File: config.mk
export PLATFORM = sky130hd
export DESIGN_NAME = mem_stage
export DESIGN_NICKNAME = d
export VERILOG_FILES = /design/src/rtl/mem_stage_pkg.sv /design/src/rtl/mem_stage_load_align.sv /design/src/rtl/mem_stage.sv
export SDC_FILE = /design/constraint.sdc
export NUM_CORES = 1
export LEC_CHECK = 0
export BUFFER_PORTS_ARGS = -buffer_cell sky130_fd_sc_hd__clkbuf_2
export CAP_MARGIN = 20
export CORE_AREA = 2 2 165 167
export CTS_BUF_LIST = sky130_fd_sc_hd__clkbuf_4 sky130_fd_sc_hd__clkbuf_8 sky130_fd_sc_hd__clkbuf_16
export CTS_CLUSTER_DIAMETER = 150
export DETAILED_ROUTE_END_ITERATION = 7
export DIE_AREA = 0 0 167 169
export GPL_ROUTABILITY_DRIVEN = 0
export GPL_TIMING_DRIVEN = 0
export REMOVE_ABC_BUFFERS = 1
export SLEW_MARGIN = 20
export SYNTH_ARGS = -nofsm -noshare
export SYNTH_HDL_FRONTEND = slang
export SYNTH_SLANG_ARGS = --single-unit
File: constraint.sdc
create_clock -name clk -period 4.85 [get_ports clk]
set_input_delay 0.485 -clock clk [delete_from_list [all_inputs] [get_ports clk]]
set_output_delay 0.485 -clock clk [all_outputs]
set_load 0.005 [all_outputs]
File: src/rtl/mem_stage_pkg.sv
// Shared definitions for the MEM stage: stall bus encoding, bus widths,
// ram_read load/store codes and the EX->MEM field layout.
package mem_stage_pkg;

  localparam int STALL_W      = 6;
  localparam int STALL_MEM    = 3;
  localparam int STALL_WB     = 4;
  localparam int EX_TO_MEM_WD = 80;
  localparam int MEM_TO_WB_WD = 70;
  localparam int MEM_TO_ID_WD = 38;
  localparam int HL_WD        = 66;

  typedef logic [STALL_W-1:0] stall_bus_t;

  localparam logic Stop   = 1'b1;
  localparam logic NoStop = 1'b0;

  localparam logic [3:0] LD_NONE = 4'b0000;
  localparam logic [3:0] LD_LB   = 4'b0001;
  localparam logic [3:0] LD_LBU  = 4'b0010;
  localparam logic [3:0] LD_LH   = 4'b0011;
  localparam logic [3:0] LD_LHU  = 4'b0100;
  localparam logic [3:0] ST_SB   = 4'b0101;
  localparam logic [3:0] ST_SH   = 4'b0111;
  localparam logic [3:0] LD_LW   = 4'b1111;

  typedef struct packed {
    logic [31:0] pc;
    logic        ram_en;
    logic [3:0]  ram_wen;
    logic        sel_rf_res;
    logic        rf_we;
    logic [4:0]  rf_waddr;
    logic [31:0] ex_result;
    logic [3:0]  ram_read;
  } ex_to_mem_t;

  typedef enum logic [1:0] {
    LS_IDLE,
    LS_WAIT,
    LS_HOLD
  } ld_state_e;

  function automatic logic is_load(input logic ram_en, input logic sel_rf_res,
                                   input logic [3:0] code);
    return ram_en && sel_rf_res &&
           (code inside {LD_LB, LD_LBU, LD_LH, LD_LHU, LD_LW});
  endfunction

endpackage

File: src/rtl/mem_stage_load_align.sv
// Picks the addressed byte/halfword/word out of a little-endian read word and
// sign- or zero-extends it to 32 bits.
module mem_stage_load_align
  import mem_stage_pkg::*;
(
  input  logic [31:0] rdata,
  input  logic [1:0]  addr,
  input  logic [3:0]  ram_read,
  output logic [31:0] ld_value
);

  function automatic logic [31:0] ext_byte(input logic [7:0] b, input logic sgn);
    logic signed [7:0] bs;
    bs = b;
    return sgn ? {{24{bs[7]}}, bs} : {24'd0, b};
  endfunction

  function automatic logic [31:0] ext_half(input logic [15:0] h, input logic sgn);
    logic signed [15:0] hs;
    hs = h;
    return sgn ? {{16{hs[15]}}, hs} : {16'd0, h};
  endfunction

  logic [7:0]  sel_byte;
  logic [15:0] sel_half;

  // Misaligned halfwords only look at addr[1]; words ignore addr entirely.
  assign sel_byte = rdata[{addr, 3'b000} +: 8];
  assign sel_half = addr[1] ? rdata[31:16] : rdata[15:0];

  always_comb begin
    ld_value = 32'd0;
    unique case (ram_read)
      LD_LB:   ld_value = ext_byte(sel_byte, 1'b1);
      LD_LBU:  ld_value = ext_byte(sel_byte, 1'b0);
      LD_LH:   ld_value = ext_half(sel_half, 1'b1);
      LD_LHU:  ld_value = ext_half(sel_half, 1'b0);
      LD_LW:   ld_value = rdata;
      default: ld_value = 32'd0;
    endcase
  end

endmodule

File: src/rtl/mem_stage.sv
// MEM pipeline stage: stall-aware input register, fixed-latency load data
// collection with hold buffer, forwarding to ID and result bus to WB.
module mem_stage
  import mem_stage_pkg::*;
#(
  parameter int RD_LAT = 1
) (
  input  logic                    clk,
  input  logic                    resetn,
  input  logic [STALL_W-1:0]      stall,
  input  logic [EX_TO_MEM_WD-1:0] ex_to_mem_bus,
  input  logic [HL_WD-1:0]        hl_ex_to_mem,
  input  logic [31:0]             data_sram_rdata,
  output logic [MEM_TO_WB_WD-1:0] mem_to_wb_bus,
  output logic [HL_WD-1:0]        hl_mem_to_wb,
  output logic [MEM_TO_ID_WD-1:0] mem_to_id_bus,
  output logic [HL_WD-1:0]        mem_to_id_hl,
  output logic                    stallreq_for_mem
);

  localparam logic [2:0] LAT   = 3'(RD_LAT);
  localparam logic       MULTI = (RD_LAT > 1);

  logic [EX_TO_MEM_WD-1:0] ex_bus_p0;
  logic [HL_WD-1:0]        hl_p0;
  logic [31:0]             buf_p0;
  logic [2:0]              cnt_p0, cnt_nxt;
  ld_state_e               state_p0, state_nxt;
  ex_to_mem_t              in_ins, ins_p0;
  logic                    adv, bubble, in_load, ld_p0, data_here, buf_we;
  logic [31:0]             load_word, ld_value, rf_wdata;

  assign adv     = (stall[STALL_MEM] == NoStop);
  assign bubble  = (stall[STALL_MEM] == Stop) && (stall[STALL_WB] == NoStop);
  assign in_ins  = ex_to_mem_t'(ex_to_mem_bus);
  assign ins_p0  = ex_to_mem_t'(ex_bus_p0);
  assign in_load = is_load(in_ins.ram_en, in_ins.sel_rf_res, in_ins.ram_read);
  assign ld_p0   = is_load(ins_p0.ram_en, ins_p0.sel_rf_res, ins_p0.ram_read);

  // Stage p0: instruction and HI/LO register
  always_ff @(posedge clk or negedge resetn) begin
    if (!resetn) begin
      ex_bus_p0 <= '0;
      hl_p0     <= '0;
    end else if (bubble) begin
      ex_bus_p0 <= '0;
      hl_p0     <= '0;
    end else if (adv) begin
      ex_bus_p0 <= ex_to_mem_bus;
      hl_p0     <= hl_ex_to_mem;
    end
  end

  always_ff @(posedge clk or negedge resetn) begin
    if (!resetn) begin
      state_p0 <= LS_IDLE;
      cnt_p0   <= '0;
      buf_p0   <= '0;
    end else begin
      state_p0 <= state_nxt;
      cnt_p0   <= cnt_nxt;
      if (buf_we) buf_p0 <= data_sram_rdata;
    end
  end

  // Read data is valid exactly once: RD_LAT=1 on entry, else when cnt hits RD_LAT.
  assign data_here = ((state_p0 == LS_IDLE) && ld_p0 && !MULTI) ||
                     ((state_p0 == LS_WAIT) && (cnt_p0 == LAT));

  always_comb begin
    state_nxt = state_p0;
    cnt_nxt   = cnt_p0;
    buf_we    = 1'b0;
    if (bubble) begin
      state_nxt = LS_IDLE;
      cnt_nxt   = '0;
    end else if (adv) begin
      state_nxt = (in_load && MULTI) ? LS_WAIT : LS_IDLE;
      cnt_nxt   = (in_load && MULTI) ? 3'd1 : 3'd0;
    end else if (data_here) begin
      state_nxt = LS_HOLD;
      cnt_nxt   = '0;
      buf_we    = 1'b1;
    end else if (state_p0 == LS_WAIT) begin
      cnt_nxt = cnt_p0 + 3'd1;
    end
  end

  assign stallreq_for_mem = (state_p0 == LS_WAIT) && (cnt_p0 < LAT);
  assign load_word        = (state_p0 == LS_HOLD) ? buf_p0 : data_sram_rdata;

  mem_stage_load_align u_load_align (
    .rdata    (load_word),
    .addr     (ins_p0.ex_result[1:0]),
    .ram_read (ins_p0.ram_read),
    .ld_value (ld_value)
  );

  assign rf_wdata      = ld_p0 ? ld_value : ins_p0.ex_result;
  assign mem_to_wb_bus = {ins_p0.pc, ins_p0.rf_we, ins_p0.rf_waddr, rf_wdata};
  assign mem_to_id_bus = {ins_p0.rf_we, ins_p0.rf_waddr, rf_wdata};
  assign hl_mem_to_wb  = hl_p0;
  assign mem_to_id_hl  = hl_p0;

  logic unused_ok;
  assign unused_ok = ^{stall[5], stall[2:0], ins_p0.ram_wen, in_ins};

endmodule
### After elaboration in Yosys (flattened, before gate mapping)

Index checks and enable logic that the tools add are counted.

* bits in registers: 183
* bits of input ports: 186
* output and inout port bits: 241
* logic and storage cells: 47

* add/sub/neg operators: 1
* $lt $le $gt $ge: 1
* equality and inequality tests: 11
* shifts and indexed selects: 1
* multiplexer cells: 18
* bitwise logic cells: 1
* reductions and logical operators: 9

Operators with widths (count)
* 2-to-1 mux 80 bit: 2
* case mux 32 bit (5 select lines): 1
* 2-to-1 mux 66 bit: 2
* 2-to-1 mux 32 bit: 2
* indexed part select 32 x 6 -> 8 bit: 1
* 2-to-1 mux 16 bit: 1
* 2-to-1 mux 3 bit: 4
* == test 4 x 2 -> 1 bit, second input constant: 2
* logical AND 1 bit: 6
* 2-to-1 mux 2 bit: 3
* nonzero test 5 bit: 1
* == test 4 x 1 -> 1 bit, second input constant: 1
* == test 4 x 3 -> 1 bit, second input constant: 1
* == test 4 bit, second input constant: 1
* inequality test 4 x 1 -> 1 bit, second input constant: 1
* adder 3 x 1 -> 3 bit, second input constant: 1
* == test 3 x 1 -> 1 bit, second input constant: 1
* less-than comparator 3 x 1 -> 1 bit, second input constant: 1
* 2-to-1 mux 1 bit: 3
* inequality test 3 x 1 -> 1 bit, second input constant: 1
* == test 2 x 1 -> 1 bit, second input constant: 1
* == test 2 bit, second input constant: 1
* zero test 2 bit: 1
* inequality test 2 x 1 -> 1 bit, second input constant: 1
* other kinds (2): 2

### Longest topological paths before layout

Gate-level depths: netlist (run 1).

* depth after elaboration: 8
* gate-level depth with buffers: 9

### Modules after synthesis

A second synthesis (run 1) with hierarchy kept.

* cells, all modules: 1003
* area total of the unflattened synthesis: 9599.2 um^2

Modules (own cells, without submodules)
* mem_stage: instances 1, cells each 899, area an instance 8814.7 um^2, seq. area each 4379.2 um^2
* mem_stage_load_align: instances 1, cells each 104, area an instance 784.5 um^2, seq. area each 0.0 um^2

### Worst setup path before layout (run 1)

OpenSTA, ideal clock, no wires.

* path kind: input to output
* start point: input data_sram_rdata[31]
* end point: output mem_to_wb_bus[21]
* arrival time: 1.891 ns
* path slack: 2.474 ns
* stages: 6
* cell sequence: mux4_2 > o2111ai_1 > nand3_1 > buf_2 > o22a_1 > buf_4

* longest elaborated chain between the ends: 4

Ends and longest elaborated chain
* from (decl): RTL line mem_stage.sv:13 `input logic [31:0] data_sram_rdata,`
* 2-to-1 mux 32 bit (*): RTL line mem_stage.sv:90 `assign load_word = (state_p0 == LS_HOLD) ? buf_p0 : data_sram_rdata;`
* indexed part select 32 x 6 -> 8 bit / 2-to-1 mux 16 bit (equally long branches): RTL line mem_stage_load_align.sv:28, mem_stage_load_align.sv:29
* case mux 32 bit (5 select lines) (*): RTL line mem_stage_load_align.sv:33 `unique case (ram_read)`
* 2-to-1 mux 32 bit (*): RTL line mem_stage.sv:99 `assign rf_wdata = ld_p0 ? ld_value : ins_p0.ex_result;`
* to (decl): RTL line mem_stage.sv:14 `output logic [MEM_TO_WB_WD-1:0] mem_to_wb_bus,`

Every way passes the cells marked *; elsewhere a longest branch is shown, timed or not.

### Worst setup path after layout (run 1)

* start point: register ex_bus_p0[5]
* end point: output mem_to_id_bus[28]

* longest elaborated chain between the ends: 3

Ends and longest elaborated chain
* from (decl): RTL line mem_stage.sv:24 `logic [EX_TO_MEM_WD-1:0] ex_bus_p0;`
* from (signal assigned): RTL line mem_stage.sv:49 `ex_bus_p0 <= ex_to_mem_bus;`
* indexed part select 32 x 6 -> 8 bit / 2-to-1 mux 16 bit (equally long branches): RTL line mem_stage_load_align.sv:28, mem_stage_load_align.sv:29
* case mux 32 bit (5 select lines) (*): RTL line mem_stage_load_align.sv:33
* 2-to-1 mux 32 bit (*): RTL line mem_stage.sv:99
* to (decl): RTL line mem_stage.sv:16 `output logic [MEM_TO_ID_WD-1:0] mem_to_id_bus,`

Marks and branches as above.

==> impl_metrics.tcl, run 1 <==
set metrics [dict create \
    worstSetupPathType "reg -> out" \
    grt_max_degree 96 \
    drive_gt1_frac 0.3989 \
    pre_cts_slack_ps 1289 \
    crit_path_start_kind "register" \
    synth.distinct_cells 46 \
    viasPerCell 4.571 \
    grt_pass1_vias 6967 \
    routedWlPerCell_um 16.80 \
    wirelength_um 27080 \
    instances_no_fill 1612 \
    synthCells 1013 \
    finalCritPeriodShare 0.8261 \
    critPathSlowestCell "dfrtp_1" \
    initial_core_util 0.3506 \
    hold_buffers 1 \
    cts_tree "yes" \
    arrival_ps 3520 \
    cts.sinks 175 \
    power_density_nw_per_um2 335.0 \
    grt_overflow 0 \
    cp.depth 5 \
    hold_viol 0 \
    cts_setup_buffers 0 \
    synth_top_flop_cell "dfrtp_1" \
    ys_warn_count 0 \
    track_usage 0.1877 \
    synth_top_area_frac 0.4714 \
    post_dp_cell_area_sq_um 10700 \
    final_cell_mix "clkbuf_2 (415), dfrtp_1 (174), inv_1 (150)" \
    nets 1444 \
    die_h_um 169 \
    setup_viol 0 \
    antenna_left 0 \
    io_pins 427 \
    diodes 0 \
    tightest_slew_ps 1017 \
    h-tree-depth 4 \
    areaGrowthSynthToFinish_pct 22.01 \
    drv_cap 0 \
    clock_skew_ps 10.38 \
    yosys.area.top_type "dfrtp_1" \
    synth_edf_count 0 \
    r2r_cells 7 \
    ir_worst_vdd_mv 0.1932 \
    cp-startpoint "ex_bus_p0[5]" \
    ys_ff_latch 175 \
    io_buffer_count 417 \
    cts-buffers-inserted 17 \
    vias 7369 \
    period_minus_slack_ps 4007 \
    clk_latency_ps 420 \
    cp_cell_sequence "mux4_2 -> o2111ai_1 -> nand3_1 -> o22a_1 -> clkbuf_2" \
    firstDrtPassIters 4 \
    slew_viol_final 0 \
    max_stage_delay_ps 980 \
    final_common_cell "clkbuf_2" \
    drc 0 \
    total_power_mw 3.797 \
    min-delay-path-class "in -> reg" \
    timing.rr.end "buf_p0[12]" \
    end_kind "output pin" \
    r2r_start "ex_bus_p0[0]" \
    rows 60 \
    grt_antenna_before_repair 3 \
    cts_resized 0 \
    final_cell_area_sq_um 11330 \
    grt_pass1_wl_um 41330 \
    slew_headroom 0.3146 \
    path_clk_slew_ps 80 \
    dp.cells 1579 \
    drt-initial-drc-count 422 \
    netlist_area_sq_um 9290 \
    dieArea_sq_um 28220 \
    post-dp-hpwl_um 20080 \
    synth_area_per_cell_sq_um 9.171 \
    status "finished, final reports clean" \
    rrSetupSlack_ps 2120 \
    rsz0062_at_grt "no" \
    ys_seq_area_frac 0.4714 \
    core_sq_um 26500 \
    fin_ws_ps 843.2 \
    critPathRequiredTime_ps 4370 \
    leakagePower_nw 6.046 \
    crit_path_max_fanout 21 \
    cts_buffer_depth 2 \
    die_x_um 167 \
    synthArstFlopShare 1.000 \
    clockRootBuffer "clkbuf_16" \
    fmax_mhz 249.6 \
    critical_path.top_delay_family "flip-flops" \
    path_buf_inv 1 \
    endpoint "mem_to_id_bus[28]" \
    synthTopCellsByArea "dfrtp_1 (47%), buf_4 (12%), o21ai_0 (7.8%)" \
]
## routing by layer
layer | global-route usage | wire length [um]
met5 | 0 | 26
met2 | 0.3108 | 13120
met3 | 0.05144 | 1717
met4 | 0.05022 | 463
met1 | 0.2431 | 11750
## cell usage after synthesis, types with 2 or more instances
cell type  count
and3_1         2
a211oi_1       4
mux4_2         8
clkbuf_1      37
mux2_2        30
a31oi_1        6
o22ai_1        7
buf_4        145
a221oi_1       3
and2_1         2
nand3b_1       2
mux2_1        10
buf_6          3
nor2_1        26
nand3_1       40
dfrtp_1      175
nand2_1      112
o22a_1        23
buf_2         12
buf_1          5
nor2b_1        3
nor3_1         7
a21oi_1        8
o21ai_0      144
mux2i_1       28
nand2b_1       2
inv_1        150
## state kept, by name (all words and copies together), names as in the netlist
register / count
ex_bus_p0: 76
buf_p0: 32
hl_mem_to_wb: 66
state_p0: 1
## worst min path at each step
stage | start | endpoint | cells after the start
after floorplan | resetn | buf_p0[0] | 0
after global placement | buf_p0[9] | buf_p0[9] | 1
after detailed placement | resetn | ex_bus_p0[9] | 1
after CTS | ex_to_mem_bus[76] | ex_bus_p0[76] | 3
after global routing | ex_to_mem_bus[75] | ex_bus_p0[75] | 3
final | ex_to_mem_bus[76] | ex_bus_p0[76] | 3
## logic make-up after synthesis
group	Yosys count	synth area share
DFF	175	0.4714
AOI/OAI and AO/OA	202	0.1257
and+or+nand+nor	206	0.09872
buffers and inverters	352	0.2048
muxes	76	0.09805
other	1	0.0004037
xor gates and xnor gates	1	0.0009429
## per-stage QoR
step	setup TNS [ps]	util	hold slack (ps)
after floorplan	0	-	189.4
after global placement	-355080	0.3949	461.2
after detailed placement	0	0.4036	375.5
after CTS	0	0.4277	241.0
after global routing	0	0.4277	255.1
final	0	0.4277	261.9
## final cells by class
cell class	count	area (sq um)
fillers	2705	15170
flip-flops and latches	175	4383
multi-input cells	486	3024
repair buffers	428	2308
inverters	150	563.0
clock buffers	18	439.2
well taps	341	426.7
clock inverters	14	190.2
## report_power, final
part | internal, mW | switching (mW)
sequential | 1.60 | 0.114
combinational | 0.294 | 0.306
clock | 0.808 | 0.674
## worst min-delay path, cell delays in order
cell and delay, ps:
clkbuf_2 80, inv_1 40, o21ai_0 60
(Power assumes the default switching activity.)
==> run 2: changes to the inputs <==
clock period = 4 ns   (was 4.85 ns; I/O delays follow)
==> run 2 against run 1 <==
  * Non-clock buffer count is the same
  * Core utilization about the same
  * Die area stayed put
  * Power up 21%
  * Clock-buffer cell count unchanged
  * Register-to-register slack lost 850 ps
  * Setup slack worse by 440 ps
  * Highest routed layer unchanged
  * Flip-flop and latch count stayed put
==> impl_metrics.tcl, run 2 (synthesized netlist as in run 1, its figures left out) <==
set metrics [dict create \
    drt-initial-drc-count 418 \
    grt_max_degree 96 \
    period_minus_slack_ps 3601 \
    slew_headroom 0.3027 \
    pre_cts_slack_ps 524.4 \
    rsz0062_at_grt "no" \
    fin_ws_ps 398.9 \
    finalCritPeriodShare 0.9003 \
    post_dp_cell_area_sq_um 10700 \
    worstSetupPathType "reg -> out" \
    crit_path_max_fanout 21 \
    nets 1444 \
    h-tree-depth 4 \
    regMostFlops "ex_bus_p0" \
    clock_skew_ps 10.14 \
    total_power_mw 4.601 \
    dieArea_sq_um 28220 \
    grt_pass1_vias 6967 \
    die_x_um 167 \
    dp.cells 1579 \
    clockRootBuffer "clkbuf_16" \
    power_density_nw_per_um2 405.9 \
    diodes 0 \
    antenna_left 0 \
    path_buf_inv 1 \
    track_usage 0.1877 \
    tightest_slew_ps 1035 \
    clk_latency_ps 420 \
    largest_register_ffs 76 \
    hold_end "ex_bus_p0[76]" \
    cts_buffer_depth 2 \
    leakagePower_nw 6.045 \
    cts.sinks 175 \
    viasPerCell 4.563 \
    r2r_start "ex_bus_p0[0]" \
    vias 7356 \
    cp_cell_sequence "mux4_2 -> o2111ai_1 -> nand3_1 -> o22a_1 -> clkbuf_2" \
    r2r_cells 7 \
    fmax_mhz 277.7 \
    critPathRequiredTime_ps 3600 \
    ir_worst_vdd_mv 0.2342 \
    cts_setup_buffers 0 \
    io_pins 427 \
    grt_antenna_before_repair 3 \
    hp-start "ex_to_mem_bus[76]" \
    initial_core_util 0.3506 \
    wirelength_um 27000 \
    grt_pass1_wl_um 41330 \
    timing.rr.end "buf_p0[12]" \
    firstDrtPassIters 5 \
    grt_overflow 0 \
    instances_no_fill 1612 \
    min-delay-path-class "in -> reg" \
    status "finished, final reports clean" \
    path_clk_slew_ps 80 \
    areaGrowthSynthToFinish_pct 22.02 \
    critical_path.top_delay_family "flip-flops" \
    cts_tree "yes" \
    final_cell_mix "clkbuf_2 (415), dfrtp_1 (173), inv_1 (150)" \
    die_h_um 169 \
    crit_path_start_kind "register" \
    drive_gt1_frac 0.3997 \
    max_stage_delay_ps 700 \
    setup_viol 0 \
    end_kind "output pin" \
    rrSetupSlack_ps 1270 \
    rows 60 \
    final_cell_area_sq_um 11340 \
    core_sq_um 26500 \
    critPathSlowestCell "dfrtp_2" \
    post-dp-hpwl_um 20080 \
    io_buffer_count 417 \
    hold_viol 0 \
    hold_path_depth 3 \
    slew_viol_final 0 \
    arrival_ps 3200 \
    final_common_cell "clkbuf_2" \
    drv_cap 0 \
    drc 0 \
    routedWlPerCell_um 16.75 \
    cts-buffers-inserted 17 \
]
## run 2: cell counts in the layout (fill, tap and decap cells not counted)
Identical to the previous run, type by type.
## run 2: final cells by class
cell class	count	area, sq um
clock inverter	14	190.2
sequential	175	4384
multi-input combinational	486	3024
clock buffer	18	439.2
tap	341	426.7
inverter	150	563.0
timing repair buffer	428	2308
fill	2704	15160
## run 2: timing repair
| action | CTS | global route |
|---|---|---|
| hold buffers | 1 | 0 |
| endpoints found under the hold margin | 18 | 0 |
| endpoints found under the setup margin | 0 | 32 |
| resized for setup | 0 | 1 |
## run 2: how the worst max path moves through the flow
stage	slack [ps]	cells after the start	to	from
floorplan	150	3	buf_p0[0]	stall[4]
global placement	-4210	4	buf_p0[22]	stall[3]
detailed placement	520	5	mem_to_id_bus[28]	ex_bus_p0[5]
CTS	20	5	mem_to_id_bus[28]	ex_bus_p0[5]
global route	190	5	mem_to_id_bus[29]	ex_bus_p0[5]
finish	400	5	mem_to_id_bus[28]	ex_bus_p0[5]
## run 2: worst min-delay path, stage by stage
cell	delay, ps
clkbuf_2	80
inv_1	40
o21ai_0	60
## run 2: stage by stage
step	utilization	hold slack [ps]	TNS (ps)
5_1_grt	0.4278	170.1	0
2_1_floorplan	-	104.4	0
6_report	0.4278	173.8	0
4_1_cts	0.4277	156.0	0
3_5_place_dp	0.4036	290.5	0
3_3_place_gp	0.3949	461.2	-634320
## run 2: report_power, final
part | internal (mW) | total [mW] | switching, mW
Combinational | 0.356 | 0.726 | 0.370
Sequential | 1.94 | 2.08 | 0.138
Clock | 0.979 | 1.79 | 0.816
## run 2: routing by layer
layer | vias to the layer above | track usage | part of all wire
met5 | - | 0 | 0.00096
met4 | 4 | 0.05022 | 0.017
met3 | 22 | 0.05144 | 0.063
met2 | 256 | 0.3108 | 0.49
met1 | 3436 | 0.2431 | 0.43
li1 | 3638 | - | -
==> run 3: changes to the inputs <==
BUFFER_PORTS_ARGS = unset   (was -buffer_cell sky130_fd_sc_hd__clkbuf_2)
CORE_AREA = 2 2 167 169   (was 2 2 165 167)
DIE_AREA = 0 0 169 171   (was 0 0 167 169)
DONT_BUFFER_PORTS = 1   (was unset)
==> run 3 against run 2 <==
  * The flow now finishes with violations (hold timing)
  * Maximum frequency is 5.7% lower
  * First-iteration DRC count up 2.2%
  * Combinational power down 52%
  * Cell count shrank 26%
  * Critical path type unchanged
==> impl_metrics.tcl, run 3 (synthesized netlist as in run 1, its figures left out) <==
set metrics [dict create \
    setup_tns_ps 0 \
    leakagePower_nw 4.224 \
    tightest_slew_ps 1029 \
    slew_viol_final 0 \
    r2r_start "ex_bus_p0[0]" \
    rows 61 \
    fillers 2797 \
    io_buffer_count 0 \
    cts_setup_buffers 0 \
    clock_skew_ps 4.030 \
    endpoint "mem_to_id_bus[27]" \
    end_kind "output pin" \
    firstDrtPassIters 4 \
    grt_pass1_wl_um 37140 \
    final_common_cell "dfrtp_1" \
    grt_max_degree 181 \
    cts-buffers-inserted 17 \
    fmax_mhz 261.9 \
    fin_ws_ps 182.0 \
    dieArea_sq_um 28900 \
    largest_register_ffs 76 \
    drive_gt1_frac 0.1002 \
    grt_overflow 0 \
    setup_viol 0 \
    grt_pass1_vias 5693 \
    max_stage_delay_ps 970 \
    power_density_nw_per_um2 477.8 \
    rsz0062_at_grt "no" \
    h-tree-depth 4 \
    finalCritPeriodShare 0.9545 \
    whs_ps -335.5 \
    period_minus_slack_ps 3818 \
    crit_path_start_kind "register" \
    drt-initial-drc-count 427 \
    crit_path_max_fanout 21 \
    routedWlPerCell_um 21.13 \
    violations "hold timing" \
    core_sq_um 27320 \
    cp_cell_sequence "mux4_2 -> o2111ai_1 -> nand3_1 -> o22a_1" \
    regMostFlops "ex_bus_p0" \
    cts_resized 0 \
    timing.rr.end "buf_p0[29]" \
    io_pins 427 \
    wirelength_um 25250 \
    drc 0 \
    die_x_um 169 \
    drv_cap 0 \
    final_util 0.3353 \
    die_h_um 171 \
    arrival_ps 3420 \
    viasPerCell 5.019 \
    areaGrowthSynthToFinish_pct -1.387 \
    cp-startpoint "ex_bus_p0[5]" \
    initial_core_util 0.3400 \
    total_power_mw 4.377 \
    antenna_left 0 \
    rrSetupSlack_ps 1330 \
    cts_tree "yes" \
    hold_viol 175 \
    cts_buffer_depth 2 \
    cts.sinks 175 \
    min-delay-path-class "in -> async" \
    final_cell_mix "dfrtp_1 (174), inv_1 (150), o21ai_0 (144)" \
    nets 1022 \
    path_clk_slew_ps 70 \
    post-dp-hpwl_um 17930 \
    grt_antenna_before_repair 2 \
    ir_worst_vdd_mv 0.2324 \
    pre_cts_slack_ps 635.0 \
    clockRootBuffer "clkbuf_16" \
    critPathSlowestCell "dfrtp_1" \
    worstSetupPathType "reg -> out" \
    status "complete, but fails checks" \
    r2r_cells 7 \
    critPathRequiredTime_ps 3600 \
    track_usage 0.1709 \
    clk_latency_ps 430 \
    slew_headroom 0.3126 \
    vias 5998 \
]
==> run 3: per-layer routing <==
metal,vias to the layer above,GRT usage,wire [um]
li1,2786,-,-
met1,2878,0.2031,9948
met2,308,0.2815,12390
met3,24,0.06940,2443
met4,2,0.05871,460
met5,-,0,8
==> run 3: worst max-delay path: cells and delay by family, from the launching register on <==
family	cells	cell delay [ps]
DFF	1	970
muxes	1	590
AOI/OAI and AO/OA	2	730
and+or+nand+nor	1	680
==> run 3: where the power goes <==
part	switching [mW]	internal, mW
logic	0.179	0.169
clock network	0.775	1.12
registers	0.191	1.94
total	1.15	3.23
==> run 3: layout make-up <==
type / instances / area, sq um / share of cell area
diodes: 1 / 2.502 / 0.0002731
clock buffers: 17 / 425.4 / 0.04644
clock inverters: 14 / 227.7 / 0.02486
inverters: 150 / 563.0 / 0.06146
multi-input cells: 486 / 3024 / 0.3301
flip-flops and latches: 175 / 4383 / 0.4784
well taps: 346 / 432.9 / 0.04725
repair buffers: 6 / 102.6 / 0.01120
==> run 3: how the worst min path moves through the flow <==
stage / startpoint / endpoint / slack [ps] / cells past startpoint
after detailed placement: resetn / ex_bus_p0[42] / 110 / 0
after CTS: resetn / ex_bus_p0[21] / -370 / 0
after global routing: resetn / ex_bus_p0[21] / -370 / 0
after floorplan: resetn / buf_p0[0] / 100 / 0
after global placement: resetn / ex_bus_p0[47] / 110 / 0
final: resetn / ex_bus_p0[1] / -340 / 0
==> run 3: metrics by stage <==
stage	hold slack, ps	cells	area, sq um
2_1_floorplan	104.4	811	7950
3_3_place_gp	108.2	1157	8383
3_5_place_dp	108.6	1162	8501
4_1_cts	-367.7	1193	9154
5_1_grt	-366.2	1194	9159
6_report	-335.5	1195	9161
